$ cat src/rtl/vga_sync_gen.sv
// rtl/vga_sync_gen.sv - parametrised VGA raster timing generator
//
// Purpose: pixel-rate divider plus horizontal/vertical counters producing
// registered hsync/vsync/video_on aligned with pixel_x/pixel_y, a pixel
// strobe and combinational line/frame end strobes.
//
// Ports:
//   Clk        in   system clock, rising edge
//   reset      in   synchronous, active-high, dominates en
//   en         in   count enable; low holds all state
//   pixel_x    out  horizontal counter (CW bits)
//   pixel_y    out  vertical counter (CW bits)
//   hsync      out  registered horizontal sync, active level HS_POL
//   vsync      out  registered vertical sync, active level VS_POL
//   video_on   out  registered, high inside the visible area
//   p_tick     out  registered, one Clk when a new pixel_x is presented
//   line_end   out  combinational, last Clk of each line
//   frame_end  out  combinational, last Clk of each frame
module vga_sync_gen #(
  parameter int H_ACTIVE = 640,
  parameter int H_FP     = 16,
  parameter int H_SYNC   = 96,
  parameter int H_BP     = 48,
  parameter int V_ACTIVE = 480,
  parameter int V_FP     = 10,
  parameter int V_SYNC   = 2,
  parameter int V_BP     = 33,
  parameter bit HS_POL   = 1'b0,
  parameter bit VS_POL   = 1'b0,
  parameter int CLK_DIV  = 2,
  parameter int CW       = 11
) (
  input  logic          Clk,
  input  logic          reset,
  input  logic          en,
  output logic [CW-1:0] pixel_x,
  output logic [CW-1:0] pixel_y,
  output logic          hsync,
  output logic          vsync,
  output logic          video_on,
  output logic          p_tick,
  output logic          line_end,
  output logic          frame_end
);

  localparam int H_TOTAL = H_ACTIVE + H_FP + H_SYNC + H_BP;
  localparam int V_TOTAL = V_ACTIVE + V_FP + V_SYNC + V_BP;
  // A 1-bit divider that never leaves 0 keeps tick permanently high when CLK_DIV is 1.
  localparam int DW = (CLK_DIV > 1) ? $clog2(CLK_DIV) : 1;

  localparam logic [DW-1:0] D_LAST   = DW'(CLK_DIV - 1);
  localparam logic [CW-1:0] H_LAST   = CW'(H_TOTAL - 1);
  localparam logic [CW-1:0] V_LAST   = CW'(V_TOTAL - 1);
  localparam logic [CW-1:0] H_VIS    = CW'(H_ACTIVE);
  localparam logic [CW-1:0] V_VIS    = CW'(V_ACTIVE);
  localparam logic [CW-1:0] HS_START = CW'(H_ACTIVE + H_FP);
  localparam logic [CW-1:0] HS_STOP  = CW'(H_ACTIVE + H_FP + H_SYNC);
  localparam logic [CW-1:0] VS_START = CW'(V_ACTIVE + V_FP);
  localparam logic [CW-1:0] VS_STOP  = CW'(V_ACTIVE + V_FP + V_SYNC);

  logic [DW-1:0] d_q, d_d;
  logic [CW-1:0] h_q, h_d;
  logic [CW-1:0] v_q, v_d;
  logic          hsync_q, hsync_d;
  logic          vsync_q, vsync_d;
  logic          video_on_q, video_on_d;
  logic          p_tick_q;
  logic          tick;

  assign tick = (d_q == D_LAST);

  always_comb begin
    d_d = d_q;
    h_d = h_q;
    v_d = v_q;
    if (en) begin
      d_d = tick ? '0 : d_q + DW'(1);
      if (tick) begin
        if (h_q == H_LAST) begin
          h_d = '0;
          v_d = (v_q == V_LAST) ? '0 : v_q + CW'(1);
        end else begin
          h_d = h_q + CW'(1);
        end
      end
    end
  end

  // Sync and blanking decode from the next-state counters so the registered
  // flags line up with pixel_x/pixel_y in the same cycle.
  always_comb begin
    hsync_d    = ((h_d >= HS_START) && (h_d < HS_STOP)) ? HS_POL : ~HS_POL;
    vsync_d    = ((v_d >= VS_START) && (v_d < VS_STOP)) ? VS_POL : ~VS_POL;
    video_on_d = (h_d < H_VIS) && (v_d < V_VIS);
  end

  always_ff @(posedge Clk) begin
    if (reset) begin
      d_q        <= '0;
      h_q        <= '0;
      v_q        <= '0;
      hsync_q    <= ~HS_POL;
      vsync_q    <= ~VS_POL;
      video_on_q <= 1'b1;
      p_tick_q   <= 1'b0;
    end else begin
      d_q        <= d_d;
      h_q        <= h_d;
      v_q        <= v_d;
      hsync_q    <= hsync_d;
      vsync_q    <= vsync_d;
      video_on_q <= video_on_d;
      p_tick_q   <= en & tick;
    end
  end

  assign pixel_x   = h_q;
  assign pixel_y   = v_q;
  assign hsync     = hsync_q;
  assign vsync     = vsync_q;
  assign video_on  = video_on_q;
  assign p_tick    = p_tick_q;
  // Masked by reset so the strobes never fire while the counters are being cleared.
  assign line_end  = ~reset & en & tick & (h_q == H_LAST);
  assign frame_end = line_end & (v_q == V_LAST);

endmodule

$ cat config.mk
export PLATFORM = sky130hd
export DESIGN_NAME = vga_sync_gen
export DESIGN_NICKNAME = d
export VERILOG_FILES = /design/src/rtl/vga_sync_gen.sv
export SDC_FILE = /design/constraint.sdc
export NUM_CORES = 1
export LEC_CHECK = 0
export CAP_MARGIN = 20
export CORE_MARGIN = 1.5
export CORE_UTILIZATION = 51
export DETAILED_ROUTE_END_ITERATION = 8
export PLACE_DENSITY = 0.79
export SYNTH_ARGS = -nofsm -noshare
export SYNTH_HDL_FRONTEND = slang
export SYNTH_SLANG_ARGS = --single-unit
$ cat constraint.sdc
create_clock -name Clk -period 2.75 [get_ports Clk]
set_clock_uncertainty 0.2 [all_clocks]
set_input_delay 0.55 -clock Clk [delete_from_list [all_inputs] [get_ports Clk]]
set_output_delay 0.55 -clock Clk [all_outputs]
set_load 0.005 [all_outputs]
After elaboration in Yosys (flattened, before gate mapping)

Cells that the tools add are included.

Register bits: 27
Bits of input ports: 3
Word-level logic and storage cells: 37

Add/sub/neg operators: 3
Order comparisons: 6
Equal/unequal tests: 2
Multiplexer cells: 10
Bitwise gates (word level): 6
Reduce and logical (&&, ||, !) cells: 3

Operators with widths:

| kind                                                   | count |
|---|---|
| two-way mux 11 bit                                     | 7 |
| adder 11 x 1 -> 11 bit (second input constant)         | 2 |
| == test 11 x 10 -> 1 bit (second input constant)       | 2 |
| < comparator 11 x 10 -> 1 bit (second input constant)  | 2 |
| < comparator 11 x 9 -> 1 bit (second input constant)   | 2 |
| >= comparator 11 x 10 -> 1 bit (second input constant) | 1 |
| >= comparator 11 x 9 -> 1 bit (second input constant)  | 1 |
| bitwise AND 1 bit                                      | 5 |
| logical AND 1 bit                                      | 3 |
| two-way mux 1 bit                                      | 3 |
| adder 1 bit (second input constant)                    | 1 |
| NOT 1 bit                                              | 1 |

Logic depth before layout (Yosys ltp)

Word-level depth: 8
Depth in mapped cells: 9
Gate-level depth less buffers: 8

Least setup slack after synthesis

Ideal clock, no wire load.

Kind: register to output
Start: register h_q[0], in the netlist pixel_x[0]
End: output frame_end
Data arrival time: 1421 ps
Setup slack: 579 ps
Cell stages (with the launch flop): 7
Cell sequence: dfxtp_1 -> ha_1 -> and4_1 -> nand3_2 -> buf_2 -> nor2_1 -> and2_1

Word-level cells in the longest chain between the ends: 3

Ends and longest elaborated chain:

| what                     | RTL line | RTL |
|---|---|---|
| start: declaration       | 62       | `logic [CW-1:0] h_q, h_d;` |
| start signal: assignment | 100      | `h_q <= '0;` |
| start signal: assignment | 108      | `h_q <= h_d;` |
| == test 11 x 10 -> 1 bit | 124      | `assign line_end = ~reset & en & tick & (h_q == H_LAST);` |
| bitwise AND 1 bit        | 124      |  |
| net line_end             | 42       | `output logic line_end,` |
| bitwise AND 1 bit        | 125      | `assign frame_end = line_end & (v_q == V_LAST);` |
| end: declaration         | 43       | `output logic frame_end` |

The timed path passes the listed nets, and every way through them passes these cells.

Worst setup path in the final report

Start: input en
End: output frame_end

Word-level cells in the longest chain between the ends: 4

Ends and longest elaborated chain:

| what                           | RTL line | RTL |
|---|---|---|
| start: declaration             | 35       | `input logic en,` |
| bitwise AND 1 bit (3 in a row) | 124      |  |
| bitwise AND 1 bit              | 125      |  |

Every way passes these cells.

==> flow_summary.toml <==
[critical_path]
cpMaxStageDelayCell = "clkdlybuf4s50_1"
worstPathArrival_ns = 1.81
cp_top_family = "buffers and inverters"
cp-start-kind = "input port"
crit_required_ns = 2.00
end_kind = "output port"
critical_path_class = "input port to output port"
cp_cell_sequence = "clkdlybuf4s50_1, and4_1, nand3_2, nor2_2, and2_1, dlygate4sd2_1"
critPathBufInv = 2
critPathMaxFanout = 2
max_stage_delay_ns = 0.48

[final_layout]
syn2layout_area_growth_pct = 25.00
diodes = 0
fill_cells = 248
fin_area_mm2 = 0.001946
layout-drive-gt1-share = 0.1435
fin_util = 0.6877
layout.cells.non_filler = 254
final_nets = 230

[power]
seqPwrFrac = 0.671
power.leakage_nw = 0.6806
power_density_mw_per_mm2 = 305.1
ir_drop_mv = 0.2875
pwr-share-comb = 0.044
net-switching-power_mw = 0.1304
sw_frac_of_total = 0.2197
p_int_mw = 0.4633
clkPwrFrac = 0.285

[grt]
grt_max_degree = 27
antenna_found_initial = 0
grt.total_usage = 0.2223
grt_pass1_wl_um = 6016
grt.overflow.total = 0
grt_pass1_vias = 1336

[placed_design]
post-dp-hpwl_um = 2739
port_buffers = 30
place.gp.congestion = 0.8441
dp.cells = 249
place_area_mm2 = 0.001912

[die]
die_area_mm2 = 0.003392
io-pin-count = 31
initial_core_util = 0.5502
die_w_um = 58.25
fp.dieH_um = 58.25
rows = 19
core_area_mm2 = 0.002829

[logic_synthesis]
async_reset_ff_frac = 0
synth_edf_count = 0
synth_cell_types = 50
synth_area_per_cell_um2 = 8.323
synth_top_area_frac = 0.3473
synthCells = 187
ys_top_cells_by_area = "dfxtp_1 35%, nor2_1 6.5%, a21oi_1 4.8%, xnor2_1 3.9%, nand2_1 3.6%"
ys_warn_count = 0
synth-seq-area-share = 0.3473
syn_area_mm2 = 0.001556
ys_ff_latch = 27
synth_flop_cell = "dfxtp_1"
syn-num-nets = 193
synth_top_area_cell = "dfxtp_1"

[sta]
post-route-period-util = 0.9317
maxSlewHeadroom = 0.7845
drv_slew = 0
rsz0062_at_grt = "false"
max_clock_freq_mhz = 390.3
report.final.setup_viol = 0
finalHoldViolCount = 0
period_needed_ns = 2.562
tightest_slew_ns = 0.3203

[cts]
cts_tree = "yes"
clk_pin_slew_ns = 0.14
clock-sinks = 27
worst_skew_pair.late_latency_ns = 0.32
htreeDepth = 1
clock_path_buffers = 2
cts_root_buffer = "clkbuf_4"
hold_buffers = 0
numCtsBuffers = 3

[detailed_routing]
drc = 0
vias = 1456
drtAntennaViolNets = 0
drt_wl_total_um = 3570
vias_per_cell = 5.732
drt_iter0_markers = 74
wire_per_inst_um = 14.06
dr.pass1.iters = 6

[status]
status = "completed"

[run]
cap_violations = 0

[min_path]
hold_class = "flip-flop to flip-flop"
[timing repair]
item | 4_1_cts | 5_1_grt
buffers inserted | 1 | 0
gates resized for setup | 3 | 0
setup endpoints to repair | 2 | 0
[synthesized netlist by cell type, drive strengths merged (6+ instances only)]
cell type	n
nor2	29
dfxtp	27
nand2	17
a21oi	16
nand3	14
o21ai	10
xnor2	7
buf	6
or3	6
xor2	6
[area by class of cell]
cell class | instances | area, um2 | share of cell area
timing repair buffer | 41 | 380.4 | 0.1955
tap | 31 | 38.79 | 0.01994
clock buffer | 4 | 26.28 | 0.01350
multi-input combinational | 148 | 948.4 | 0.4875
sequential | 27 | 540.5 | 0.2778
inverter | 3 | 11.26 | 0.005788
[stage by stage]
stage               power (mW)  worst slack, ns  setup TNS, ns  hold slack, ns
floorplan               0.4198           0.5788              0          0.2726
global placement        0.4313         -0.07655        -0.1290          0.2751
detailed placement      0.4330          -0.1211        -0.2274          0.3076
CTS                     0.6043           0.1825              0          0.3288
global route            0.6161           0.1136              0          0.3585
finish                  0.5937           0.1878              0          0.3205
[power by group through the flow]
| stage | Combinational, mW | Clock (mW) | Sequential [mW] |
|---|---|---|---|
| CTS | 0.0263 | 0.179 | 0.399 |
| finish | 0.0261 | 0.169 | 0.398 |
| floorplan | 0.0136 | 0 | 0.406 |
| global placement | 0.0248 | 0 | 0.407 |
| detailed placement | 0.0261 | 0 | 0.407 |
| global route | 0.0290 | 0.188 | 0.399 |
[logic make-up after synthesis]
family | count (synthesis) | share of synthesized area
simple gates | 97 | 0.3770
buf+inv | 12 | 0.04502
fa+ha+maj | 3 | 0.02412
compound gates | 35 | 0.1335
flops | 27 | 0.3473
xor+xnor | 13 | 0.07315
[flip-flops by register name (all words and copies together) (netlist names)]
| register | cells |
|---|---|
| pixel_x | 11 |
| pixel_y | 11 |
| d_q | 1 |
| hsync | 1 |
| p_tick | 1 |
| video_on | 1 |
| vsync | 1 |
[worst min-delay path, cell delays in order (launching register included)]
cell     delay [ns]
dfxtp_1        0.36
nand2_1        0.07
a21oi_1        0.06
[routing by layer]
metal,vias up,share of wire,wire [um],track usage
li1,733,-,-,-
met1,691,0.46,1643,0.2994
met2,30,0.50,1777,0.3718
met4,0,0.0025,9,0.05980
met5,-,0,0,0
met3,2,0.039,140,0.03348
[layout by cell type (no fill, tap or decap), types with 4 or more instances in the layout]
master / synthesis / final
clkdlybuf4s50_1: 0 / 28
dfxtp_1: 27 / 27
nor2_1: 27 / 26
nand2_1: 15 / 15
a21oi_1: 15 / 15
buf_4: 1 / 11
o21ai_0: 10 / 10
nand3_1: 10 / 10
xnor2_1: 7 / 7
xor2_1: 6 / 6
or3_1: 6 / 6
nand3_2: 4 / 4
nand4b_1: 4 / 4
[worst paths after layout]
kind	start	end	slack, ns	depth (start not counted)
max reg2reg	pixel_y[0]	video_on	0.42	8
max	en	frame_end	0.19	6
min reg2reg	pixel_x[1]	pixel_x[1]	0.32	2
min	pixel_x[1]	pixel_x[1]	0.32	2
No activity file was read; power rests on OpenSTA's default activity.
